$ cat src/rtl/epcs_pkg.sv
// rtl/epcs_pkg.sv - shared state encoding and command opcodes for the EPCS responder
//
// Contents:
//   epcs_state_t  - responder frame state
//   CMD_*         - serial flash opcodes understood by the responder
//   status_byte() - status register image built from the write-enable latch

package epcs_pkg;

    typedef enum logic [2:0] {
        IDLE,
        CMD,
        ADDR,
        READ,
        STATUS,
        SID_DUMMY,
        SID,
        IGNORE
    } epcs_state_t;

    localparam logic [7:0] CMD_READ  = 8'h03;
    localparam logic [7:0] CMD_RDSR  = 8'h05;
    localparam logic [7:0] CMD_RDSID = 8'hAB;
    localparam logic [7:0] CMD_WREN  = 8'h06;
    localparam logic [7:0] CMD_WRDI  = 8'h04;

    // Address and dummy phases are both 24 bits long.
    localparam logic [4:0] ADDR_BIT_LAST = 5'd23;

    // WIP is never set because nothing is ever programmed.
    function automatic logic [7:0] status_byte(input logic wel);
        return {6'b000000, wel, 1'b0};
    endfunction

endpackage

$ cat src/rtl/epcs_sync_edge.sv
// rtl/epcs_sync_edge.sv - two-flop synchronizer with registered edge strobes
//
// Ports:
//   i_clk    - system clock
//   i_rst    - synchronous active-high reset
//   i_async  - pin from the foreign clock domain
//   o_level  - synchronized level, aligned with the strobes
//   o_rise   - one-cycle strobe, 3 cycles after a pin rising edge
//   o_fall   - one-cycle strobe, 3 cycles after a pin falling edge

module epcs_sync_edge #(
    parameter logic RESET_VAL = 1'b0
) (
    input  logic i_clk,
    input  logic i_rst,
    input  logic i_async,
    output logic o_level,
    output logic o_rise,
    output logic o_fall
);

    logic r_meta;
    logic r_sync;
    logic r_prev;
    logic r_rise;
    logic r_fall;

    // The strobes are registered so that they line up with r_prev; the
    // level seen by the consumer is therefore consistent with the edge.
    always_ff @(posedge i_clk) begin
        if (i_rst) begin
            r_meta <= RESET_VAL;
            r_sync <= RESET_VAL;
            r_prev <= RESET_VAL;
            r_rise <= 1'b0;
            r_fall <= 1'b0;
        end else begin
            r_meta <= i_async;
            r_sync <= r_meta;
            r_prev <= r_sync;
            r_rise <= r_sync & ~r_prev;
            r_fall <= ~r_sync & r_prev;
        end
    end

    assign o_level = r_prev;
    assign o_rise  = r_rise;
    assign o_fall  = r_fall;

endmodule

$ cat src/rtl/epcs_responder.sv
// rtl/epcs_responder.sv - serial flash (EPCS) read-only responder backed by a byte memory
//
// Ports:
//   clk_clk           - system clock, >= 8x dclk
//   reset_reset       - synchronous active-high reset
//   flash_as_dclk     - serial clock from the master (asynchronous)
//   flash_as_sce      - chip select, active-low
//   flash_as_sdo      - master-out data, MSB first
//   flash_as_data0    - responder-out data, MSB first
//   mem_address       - backing memory byte address
//   mem_read          - one-cycle read request
//   mem_readdata      - backing memory read data
//   mem_readdatavalid - read data valid
//   underrun          - sticky: a read byte was not ready at its first fall strobe

module epcs_responder
    import epcs_pkg::*;
#(
    parameter int          ADDR_W     = 24,
    parameter logic [7:0]  SILICON_ID = 8'h16
) (
    input  logic              clk_clk,
    input  logic              reset_reset,
    input  logic              flash_as_dclk,
    input  logic              flash_as_sce,
    input  logic              flash_as_sdo,
    output logic              flash_as_data0,
    output logic [ADDR_W-1:0] mem_address,
    output logic              mem_read,
    input  logic [7:0]        mem_readdata,
    input  logic              mem_readdatavalid,
    output logic              underrun
);

    logic w_dclk_level, w_dclk_rise, w_dclk_fall;
    logic w_sce_level,  w_sce_rise,  w_sce_fall;
    logic w_sdo,        w_sdo_rise,  w_sdo_fall;

    epcs_sync_edge #(.RESET_VAL(1'b0)) u_sync_dclk (
        .i_clk(clk_clk), .i_rst(reset_reset), .i_async(flash_as_dclk),
        .o_level(w_dclk_level), .o_rise(w_dclk_rise), .o_fall(w_dclk_fall)
    );

    epcs_sync_edge #(.RESET_VAL(1'b1)) u_sync_sce (
        .i_clk(clk_clk), .i_rst(reset_reset), .i_async(flash_as_sce),
        .o_level(w_sce_level), .o_rise(w_sce_rise), .o_fall(w_sce_fall)
    );

    epcs_sync_edge #(.RESET_VAL(1'b0)) u_sync_sdo (
        .i_clk(clk_clk), .i_rst(reset_reset), .i_async(flash_as_sdo),
        .o_level(w_sdo), .o_rise(w_sdo_rise), .o_fall(w_sdo_fall)
    );

    logic w_unused;
    assign w_unused = ^{w_dclk_level, w_sce_rise, w_sdo_rise, w_sdo_fall};

    epcs_state_t       r_state,       w_state_nxt;
    logic [2:0]        r_bit_cnt,     w_bit_cnt_nxt;
    logic [4:0]        r_addr_cnt,    w_addr_cnt_nxt;
    logic [6:0]        r_cmd_sr,      w_cmd_sr_nxt;
    logic [22:0]       r_addr_sr,     w_addr_sr_nxt;
    logic [7:0]        r_out_sr,      w_out_sr_nxt;
    logic              r_data0,       w_data0_nxt;
    logic              r_wel,         w_wel_nxt;
    logic              r_underrun,    w_underrun_nxt;
    logic [ADDR_W-1:0] r_mem_address, w_mem_address_nxt;
    logic              r_mem_read,    w_mem_read_nxt;
    logic              r_pending,     w_pending_nxt;   // a read is outstanding
    logic              r_discard,     w_discard_nxt;   // outstanding read is stale
    logic              r_req,         w_req_nxt;       // read wanted, waiting for the bus
    logic              r_have,        w_have_nxt;      // r_buf holds the next byte
    logic [7:0]        r_buf,         w_buf_nxt;

    logic [7:0]  w_cmd;
    logic [23:0] w_addr_full;
    logic [7:0]  w_byte;
    logic        w_need_read;

    assign w_cmd       = {r_cmd_sr, w_sdo};
    assign w_addr_full = {r_addr_sr, w_sdo};

    always_ff @(posedge clk_clk) begin
        if (reset_reset) begin
            r_state       <= IDLE;
            r_bit_cnt     <= 3'd0;
            r_addr_cnt    <= 5'd0;
            r_cmd_sr      <= 7'd0;
            r_addr_sr     <= 23'd0;
            r_out_sr      <= 8'd0;
            r_data0       <= 1'b0;
            r_wel         <= 1'b0;
            r_underrun    <= 1'b0;
            r_mem_address <= '0;
            r_mem_read    <= 1'b0;
            r_pending     <= 1'b0;
            r_discard     <= 1'b0;
            r_req         <= 1'b0;
            r_have        <= 1'b0;
            r_buf         <= 8'd0;
        end else begin
            r_state       <= w_state_nxt;
            r_bit_cnt     <= w_bit_cnt_nxt;
            r_addr_cnt    <= w_addr_cnt_nxt;
            r_cmd_sr      <= w_cmd_sr_nxt;
            r_addr_sr     <= w_addr_sr_nxt;
            r_out_sr      <= w_out_sr_nxt;
            r_data0       <= w_data0_nxt;
            r_wel         <= w_wel_nxt;
            r_underrun    <= w_underrun_nxt;
            r_mem_address <= w_mem_address_nxt;
            r_mem_read    <= w_mem_read_nxt;
            r_pending     <= w_pending_nxt;
            r_discard     <= w_discard_nxt;
            r_req         <= w_req_nxt;
            r_have        <= w_have_nxt;
            r_buf         <= w_buf_nxt;
        end
    end

    always_comb begin
        w_state_nxt       = r_state;
        w_bit_cnt_nxt     = r_bit_cnt;
        w_addr_cnt_nxt    = r_addr_cnt;
        w_cmd_sr_nxt      = r_cmd_sr;
        w_addr_sr_nxt     = r_addr_sr;
        w_out_sr_nxt      = r_out_sr;
        w_data0_nxt       = r_data0;
        w_wel_nxt         = r_wel;
        w_underrun_nxt    = r_underrun;
        w_mem_address_nxt = r_mem_address;
        w_mem_read_nxt    = 1'b0;
        w_pending_nxt     = r_pending;
        w_discard_nxt     = r_discard;
        w_req_nxt         = r_req;
        w_have_nxt        = r_have;
        w_buf_nxt         = r_buf;
        w_byte            = 8'h00;
        w_need_read       = 1'b0;

        // Read return; valid with nothing outstanding is ignored.
        if (r_pending && mem_readdatavalid) begin
            w_pending_nxt = 1'b0;
            w_discard_nxt = 1'b0;
            if (!r_discard) begin
                w_have_nxt = 1'b1;
                w_buf_nxt  = mem_readdata;
            end
        end

        if (w_sce_level) begin
            w_state_nxt    = IDLE;
            w_bit_cnt_nxt  = 3'd0;
            w_addr_cnt_nxt = 5'd0;
            w_data0_nxt    = 1'b0;
            w_have_nxt     = 1'b0;
            w_req_nxt      = 1'b0;
            // A read still in flight belongs to the aborted frame.
            w_discard_nxt  = w_pending_nxt;
        end else if (w_sce_fall) begin
            w_state_nxt    = CMD;
            w_bit_cnt_nxt  = 3'd0;
            w_addr_cnt_nxt = 5'd0;
            w_data0_nxt    = 1'b0;
        end else begin
            case (r_state)
                CMD: begin
                    if (w_dclk_rise) begin
                        w_cmd_sr_nxt  = w_cmd[6:0];
                        w_bit_cnt_nxt = r_bit_cnt + 3'd1;
                        if (r_bit_cnt == 3'd7) begin
                            w_addr_cnt_nxt = 5'd0;
                            case (w_cmd)
                                CMD_READ:  w_state_nxt = ADDR;
                                CMD_RDSR:  w_state_nxt = STATUS;
                                CMD_RDSID: w_state_nxt = SID_DUMMY;
                                CMD_WREN: begin
                                    w_wel_nxt   = 1'b1;
                                    w_state_nxt = IGNORE;
                                end
                                CMD_WRDI: begin
                                    w_wel_nxt   = 1'b0;
                                    w_state_nxt = IGNORE;
                                end
                                default:   w_state_nxt = IGNORE;
                            endcase
                        end
                    end
                end
                ADDR: begin
                    if (w_dclk_rise) begin
                        w_addr_sr_nxt  = w_addr_full[22:0];
                        w_addr_cnt_nxt = r_addr_cnt + 5'd1;
                        if (r_addr_cnt == ADDR_BIT_LAST) begin
                            w_state_nxt       = READ;
                            w_mem_address_nxt = w_addr_full[ADDR_W-1:0];
                            w_need_read       = 1'b1;
                        end
                    end
                end
                SID_DUMMY: begin
                    if (w_dclk_rise) begin
                        w_addr_cnt_nxt = r_addr_cnt + 5'd1;
                        if (r_addr_cnt == ADDR_BIT_LAST) begin
                            w_state_nxt = SID;
                        end
                    end
                end
                default: ;
            endcase

            // Output phase: bit counter counts fall strobes; a new byte is
            // loaded whenever it wraps to zero and its MSB goes out at once.
            if (w_dclk_fall) begin
                if (r_state == READ || r_state == STATUS || r_state == SID) begin
                    if (r_bit_cnt == 3'd0) begin
                        if (r_state == READ) begin
                            if (r_have) begin
                                w_byte     = r_buf;
                                w_have_nxt = 1'b0;
                            end else if (r_pending && mem_readdatavalid && !r_discard) begin
                                w_byte     = mem_readdata;
                                w_have_nxt = 1'b0;
                            end else begin
                                w_byte         = 8'h00;
                                w_underrun_nxt = 1'b1;
                                // The late byte must not slide into the next slot.
                                w_discard_nxt  = w_pending_nxt;
                            end
                            w_mem_address_nxt = r_mem_address + ADDR_W'(1);
                            w_need_read       = 1'b1;
                        end else if (r_state == STATUS) begin
                            w_byte = status_byte(r_wel);
                        end else begin
                            w_byte = SILICON_ID;
                        end
                        w_data0_nxt  = w_byte[7];
                        w_out_sr_nxt = {w_byte[6:0], 1'b0};
                    end else begin
                        w_data0_nxt  = r_out_sr[7];
                        w_out_sr_nxt = {r_out_sr[6:0], 1'b0};
                    end
                    w_bit_cnt_nxt = r_bit_cnt + 3'd1;
                end else begin
                    w_data0_nxt = 1'b0;
                end
            end
        end

        // Single outstanding read: hold the request until the bus is free.
        if (w_need_read || (r_req && !w_sce_level)) begin
            if (!w_pending_nxt) begin
                w_mem_read_nxt = 1'b1;
                w_pending_nxt  = 1'b1;
                w_req_nxt      = 1'b0;
            end else begin
                w_req_nxt = 1'b1;
            end
        end
    end

    assign flash_as_data0 = r_data0;
    assign mem_address    = r_mem_address;
    assign mem_read       = r_mem_read;
    assign underrun       = r_underrun;

endmodule

$ cat config.mk
export PLATFORM = sky130hd
export DESIGN_NAME = epcs_responder
export DESIGN_NICKNAME = d
export VERILOG_FILES = /design/src/rtl/epcs_pkg.sv /design/src/rtl/epcs_sync_edge.sv /design/src/rtl/epcs_responder.sv
export SDC_FILE = /design/constraint.sdc
export NUM_CORES = 1
export LEC_CHECK = 0
export CAP_MARGIN = 20
export CELL_PAD_IN_SITES_DETAIL_PLACEMENT = 0
export CELL_PAD_IN_SITES_GLOBAL_PLACEMENT = 1
export CORE_MARGIN = 2
export CORE_UTILIZATION = 39
export CTS_CLUSTER_SIZE = 10
export DETAILED_ROUTE_END_ITERATION = 8
export GPL_ROUTABILITY_DRIVEN = 0
export PLACE_DENSITY_LB_ADDON = 0.12
export SLEW_MARGIN = 20
export SYNTH_ARGS = -nofsm -noshare
export SYNTH_HDL_FRONTEND = slang
export SYNTH_SLANG_ARGS = --single-unit
$ cat constraint.sdc
create_clock -name clk_clk -period 2.1 [get_ports clk_clk]
set_clock_uncertainty 0.05 [all_clocks]
set_input_delay 0.42 -clock clk_clk [delete_from_list [all_inputs] [get_ports clk_clk]]
set_output_delay 0.42 -clock clk_clk [all_outputs]
set_load 0.02 [all_outputs]
## After elaboration in Yosys (flattened, before gate mapping)

Index checks and enable logic that the tools add are counted.

| word-level totals | value |
|---|---|
| register bits after elaboration | 101 |
| bits in latches | 0 |
| bits in writable memories | 0 |
| memory bits (read-only) | 0 |
| output and inout bits | 27 |
| logic and storage cells | 163 |
| memories kept | 0 |

| cells by class | value |
|---|---|
| add/subtract/negate cells | 3 |
| $mul | 0 |
| divide/modulo/power cells | 0 |
| order comparisons | 0 |
| equal/unequal tests | 26 |
| shifts and indexed selects | 0 |
| multiplexer cells | 65 |
| bitwise logic cells | 12 |
| reductions and logical operators | 28 |

Operator list:

| operator | number |
|---|---|
| $mux W24 | 7 |
| $mux W1 | 36 |
| $mux W8 | 4 |
| $mux W3 | 10 |
| $add A24 B1 Y24 const B | 1 |
| $eq A8 B3 Y1 const B | 3 |
| $mux W5 | 4 |
| $pmux W3 S3 | 2 |
| $reduce_and A4 Y1 | 4 |
| $reduce_and A7 Y1 | 2 |
| $eq A3 B3 Y1 const B | 4 |
| $pmux W5 S2 | 1 |
| $ne A3 B1 Y1 const B | 3 |
| $ne A3 B2 Y1 const B | 3 |
| $not A1 Y1 | 9 |
| $eq A8 B2 Y1 const B | 1 |
| $eq A8 B8 Y1 const B | 1 |
| $ne A2 B1 Y1 const B | 4 |
| $reduce_and A8 Y1 | 1 |
| $eq A3 B2 Y1 const B | 2 |
| $ne A2 B2 Y1 const B | 3 |
| $reduce_and A6 Y1 | 1 |
| $reduce_bool A2 Y1 | 3 |
| $reduce_or A2 Y1 | 3 |
| 14 further kinds | 22 |

## Longest topological paths before layout

| depth | value |
|---|---|
| word-level depth | 13 |
| mapped depth | 9 |
| gate-level depth less buffers | 7 |

## Cells and area by module

Synthesis repeated with hierarchy kept, for this count alone.

| unflattened totals | value |
|---|---|
| cells, all modules | 565 |
| area, all modules | 4720.8 um^2 |

Modules (own cells, without submodules):

| module | instances | cells each | area each (um^2) | sequential area each (um^2) |
|---|---|---|---|---|
| epcs_responder | 1 | 535 | 4319.1 | 1761.7 |
| epcs_sync_edge | 3 | 10 | 133.9 | 100.1 |

## Least setup slack after synthesis

No wires, ideal clock.

| timing | value |
|---|---|
| path kind | register -> register |
| from | register r_mem_address[3], in the netlist mem_address[3] |
| to | register r_mem_address[11], in the netlist mem_address[11] |
| library setup time | 0.088 ns |
| data arrival time | 1.897 ns |
| data required time | 1.962 ns |
| path slack | 0.065 ns |
| cell stages (with the launch flop) | 7 |
| cells stage by stage | dfxtp_1 nand4_2 or3_1 buf_6 or3_4 o211a_1 nor4_2 |

| on the way | value |
|---|---|
| cells in the longest elaborated chain, start to end | 5 |

RTL lines:

| element | RTL line | source |
|---|---|---|
| from (decl) | epcs_responder.sv:66 | `logic [ADDR_W-1:0] r_mem_address, w_mem_address_nxt;` |
| from (signal assigned) | epcs_responder.sv:110 | `r_mem_address <= w_mem_address_nxt;` |
| $add A24 B1 Y24 | epcs_responder.sv:229 | `w_mem_address_nxt = r_mem_address + ADDR_W'(1);` |
| $mux W24 | epcs_responder.sv:216 | `if (r_state == READ) begin` |
| $mux W24 | epcs_responder.sv:215 | `if (r_bit_cnt == 3'd0) begin` |
| $mux W24 | epcs_responder.sv:214 | `if (r_state == READ \|\| r_state == STATUS \|\| r_state == SID) begin` |
| $mux W24 | epcs_responder.sv:213 | `if (w_dclk_fall) begin` |

Every way passes these cells.
A chain may end at the register's enable or synchronous reset.

## Worst setup path after layout

| timing | value |
|---|---|
| from | register r_mem_address[0], in the netlist mem_address[0] |
| to | output port mem_address[0] |

RTL lines:

| element | RTL line | source |
|---|---|---|
| to (decl) | epcs_responder.sv:28 | `output logic [ADDR_W-1:0] mem_address,` |

No word-level cell between the ends.

==> run_summary.xml <==
<?xml version="1.0" encoding="UTF-8"?>
<metrics>
  <group name="hold_path">
    <metric name="whs_path_depth" unit="">1</metric>
    <metric name="holdCritStartpoint" unit="">u_sync_dclk.r_sync$_SDFF_PP0_</metric>
    <metric name="hold-path-endpoint" unit="">u_sync_dclk.o_fall$_SDFF_PP0_</metric>
    <metric name="timing.hold.worst.class" unit="">reg2reg</metric>
  </group>
  <group name="sta">
    <metric name="worst_slew_pin_slew" unit="ns">0.5290</metric>
    <metric name="hold_ws" unit="ns">0.3600</metric>
    <metric name="slew_headroom" unit="%">64.68</metric>
    <metric name="setup_total_negative_slack" unit="ns">0</metric>
    <metric name="timing.final.crit_share" unit="%">93.54</metric>
    <metric name="final_critical_path_setup_slack" unit="ns">0.1358</metric>
    <metric name="fmax_achieved" unit="MHz">509.1</metric>
    <metric name="finalHoldViolCount" unit="">0</metric>
    <metric name="finalSetupViolCount" unit="">0</metric>
    <metric name="report.final.slew_viol_count" unit="">0</metric>
    <metric name="period_needed" unit="ns">1.964</metric>
  </group>
  <group name="drt">
    <metric name="drt_drc_violations_left" unit="">0</metric>
    <metric name="routed_wl" unit="um">12310</metric>
    <metric name="drt_first_iter_violations" unit="">244</metric>
    <metric name="number_of_search_and_repair_iterations_in_the_first_detailed_routing_pass" unit="">5</metric>
    <metric name="ant_nets" unit="">0</metric>
    <metric name="wire_per_inst" unit="um">16.24</metric>
    <metric name="vias" unit="">4221</metric>
    <metric name="route.detailed.vias_per_inst" unit="">5.569</metric>
  </group>
  <group name="finish">
    <metric name="area_growth" unit="%">24.19</metric>
    <metric name="finished_core_util" unit="%">49.44</metric>
    <metric name="final_cell_area_excluding_filler_cells" unit="um2">5645</metric>
    <metric name="drive_gt1_share" unit="%">12.03</metric>
    <metric name="num_antenna_cells" unit="">0</metric>
    <metric name="nNetsFinal" unit="">629</metric>
  </group>
  <group name="worst_setup_path">
    <metric name="crit_reg_reg_startpoint" unit="">r_bit_cnt[0]$_SDFF_PP0_</metric>
    <metric name="stage_delay_of_the_slowest_cell_on_the_critical_path" unit="ns">0.61</metric>
    <metric name="path_delay_family" unit="">buffers and inverters</metric>
    <metric name="crit_fanout" unit="">5</metric>
    <metric name="crit_required" unit="ns">1.63</metric>
    <metric name="worst_setup_path_start_kind" unit="">flop</metric>
    <metric name="worstPathArrival" unit="ns">1.49</metric>
    <metric name="setup.worst_path.class" unit="">reg2out</metric>
    <metric name="worst_setup_path_end_kind" unit="">primary output</metric>
    <metric name="crit_path_buf_inv_count" unit="">2</metric>
    <metric name="worstReg2RegEnd" unit="">r_state[0]$_SDFFE_PP0P_</metric>
    <metric name="max_stage_delay_cell_worst_path" unit="">clkdlybuf4s50_1</metric>
    <metric name="r2r_slack" unit="ns">0.15</metric>
    <metric name="cp_cell_sequence" unit="">buf_4 -&gt; clkdlybuf4s50_1</metric>
    <metric name="worst-r2r-cell-count" unit="">7</metric>
  </group>
  <group name="placement">
    <metric name="place_hpwl" unit="um">8607</metric>
    <metric name="placement.setup.worst_slack" unit="ns">-0.05485</metric>
    <metric name="placed_area" unit="um2">5288</metric>
    <metric name="io_buffer_count" unit="">40</metric>
  </group>
  <group name="global_routing">
    <metric name="grt_start_max_net_pins" unit="">46</metric>
    <metric name="grt_antenna_before_repair" unit="">0</metric>
    <metric name="grt_overflow_total" unit="">0</metric>
    <metric name="grt_pass1_vias" unit="">3962</metric>
    <metric name="global_route.usage.total" unit="%">20.37</metric>
    <metric name="grt_pass1_wl" unit="um">20730</metric>
  </group>
  <group name="synth">
    <metric name="synth_area_leaders" unit="">dfxtp_1 (44%), a21oi_1 (7.8%), nand2_1 (7.3%)</metric>
    <metric name="synthArstFlopShare" unit="%">0</metric>
    <metric name="syn-cell-area" unit="um2">4546</metric>
    <metric name="postSynth.topFlopCell" unit="">dfxtp_1</metric>
    <metric name="syn_avg_cell_area" unit="um2">8.205</metric>
    <metric name="largest_family_of_logic_cells_by_synthesized_area" unit="">simple AND/OR/NAND/NOR gates</metric>
    <metric name="post_synth_mux_area_share" unit="%">2.202</metric>
    <metric name="syn_inst" unit="">554</metric>
    <metric name="synth_warnings" unit="">0</metric>
    <metric name="synth-edff-count" unit="">0</metric>
    <metric name="synthDominantCellAreaShare" unit="%">44.04</metric>
    <metric name="synthMostInstantiatedCell" unit="">dfxtp_1</metric>
    <metric name="synth-xor-area-share" unit="%">0.7707</metric>
    <metric name="synth_commonest_cells" unit="">dfxtp_1 (100), nand2_1 (88), a21oi_1 (71)</metric>
    <metric name="synth-seq-cells" unit="">100</metric>
    <metric name="synthesis.nets" unit="">573</metric>
    <metric name="synth_simple_gate_area_share" unit="%">24.97</metric>
    <metric name="post_synth_fa_ha_maj_area_fraction" unit="%">1.376</metric>
    <metric name="fraction_of_the_mapped_netlist_area_in_compound_gates" unit="%">22.41</metric>
    <metric name="yosysSeqAreaShare" unit="%">44.04</metric>
    <metric name="synth_top_area_cell" unit="">dfxtp_1</metric>
    <metric name="ys_types" unit="">62</metric>
  </group>
  <group name="clock_network">
    <metric name="cts_hold_buf" unit="">0</metric>
    <metric name="ctsHtreeMaxLevel" unit="">3</metric>
    <metric name="cts.root.buffer_cell" unit="">clkbuf_16</metric>
    <metric name="cts.sink_count" unit="">100</metric>
    <metric name="cts_made_buffers" unit="">9</metric>
    <metric name="clock_path_buffers" unit="">2</metric>
    <metric name="clkLatencyLatePin" unit="ns">0.35</metric>
    <metric name="cts_tree" unit="">yes</metric>
    <metric name="cts_setup_buffers" unit="">0</metric>
    <metric name="clkTransAtPathRegs" unit="ns">0.07</metric>
  </group>
  <group name="die">
    <metric name="initial_utilization" unit="%">39.81</metric>
    <metric name="core_area" unit="um2">11420</metric>
    <metric name="dieHeight" unit="um">112.0</metric>
    <metric name="die_width" unit="um">112.0</metric>
    <metric name="io-pin-count" unit="">41</metric>
    <metric name="fp.dieArea" unit="um2">12540</metric>
    <metric name="placementRows" unit="">39</metric>
  </group>
  <group name="pwr">
    <metric name="cellPowerDensity" unit="nW/um2">675.0</metric>
    <metric name="cellLeakagePower" unit="uW">0.001982</metric>
    <metric name="max-vdd-ir-drop" unit="mV">0.6218</metric>
  </group>
  <group name="run_status">
    <metric name="status" unit="">finished, final reports clean</metric>
  </group>
  <group name="job">
    <metric name="cap_violations" unit="">0</metric>
  </group>
</metrics>
==> worst max path at each step <==
stage                                              end                   startpoint  depth (start not counted)  slack (ns)
final                                   mem_address[0]  mem_address[0]$_SDFFE_PP0P_                          2        0.14
after global routing      mem_address[16]$_SDFFE_PP0P_   r_addr_cnt[0]$_SDFFE_PP0P_                          6      -0.001
after CTS                 mem_address[13]$_SDFFE_PP0P_      r_bit_cnt[0]$_SDFF_PP0_                          8        0.04
after detailed placement      r_out_sr[2]$_SDFFE_PP0P_            mem_readdatavalid                          6       -0.05
after global placement        r_out_sr[2]$_SDFFE_PP0P_            mem_readdatavalid                          6      -0.001
after floorplan           mem_address[11]$_SDFFE_PP0P_  mem_address[3]$_SDFFE_PP0P_                          6        0.07
==> layout by cell type, fill, tap and decap left out, types with 10 or more instances in the layout <==
cell type,count
dfxtp_1,100
nand2_1,88
a21oi_1,71
clkdlybuf4s50_1,39
buf_4,39
nor2_1,33
o21ai_0,24
nand3_1,16
nor2b_1,14
inv_1,12
a211oi_1,11
nand4_1,10
mux2i_1,10
==> sequential cells by signal (all words and copies together) (netlist names), 3 cells and up <==
name and count:
mem_address 24, r_addr_cnt 5, r_addr_sr 23, r_bit_cnt 3, r_buf 8, r_cmd_sr 7, r_out_sr 7, r_state 3
==> routing by layer <==
layer | up-vias | global-route usage (%) | part of all wire, %
met1 | 2002 | 30.22 | 51
li1 | 2125 | - | -
met3 | 7 | 5.444 | 4.5
met2 | 87 | 30.02 | 44
met5 | - | 0 | 0
met4 | 0 | 3.902 | 0.77
==> where the power goes <==
group	total [uW]	switching (uW)	internal (uW)
combinational	88.4	50.1	38.2
clock	1810	731	1080
sequential	1910	5.49	1900
total	3810	787	3020
==> stage by stage <==
step | cells | total power [uW]
2_1_floorplan | 554 | 1995
3_3_place_gp | 742 | 2041
3_5_place_dp | 742 | 2042
4_1_cts | 758 | 3862
5_1_grt | 758 | 3945
6_report | 758 | 3811
==> repair_timing <==
action	CTS	global route
endpoints found under the setup margin	0	18
resized for setup	0	6
hold endpoints to repair	0	0
==> area by class of cell <==
type | instances | area, um2
clock inverter | 5 | 85.08
tap | 143 | 178.9
sequential | 100 | 2002
clock buffer | 11 | 242.7
fill | 1144 | 5773
inverter | 12 | 45.04
multi-input combinational | 407 | 2384
timing repair buffer | 80 | 708.2
==> cells by family (layout without fill, tap and decap cells) <==
family                   after synthesis  after routing
adder cells (fa/ha/maj)                5              5
AND/OR/NAND/NOR                      224            224
XOR/XNOR                               4              4
buffers and inverters                 47            108
multiplexers                          10             10
AO/OA/AOI/OAI                        164            164
flip-flops                           100            100
(Power assumes the default switching activity.)
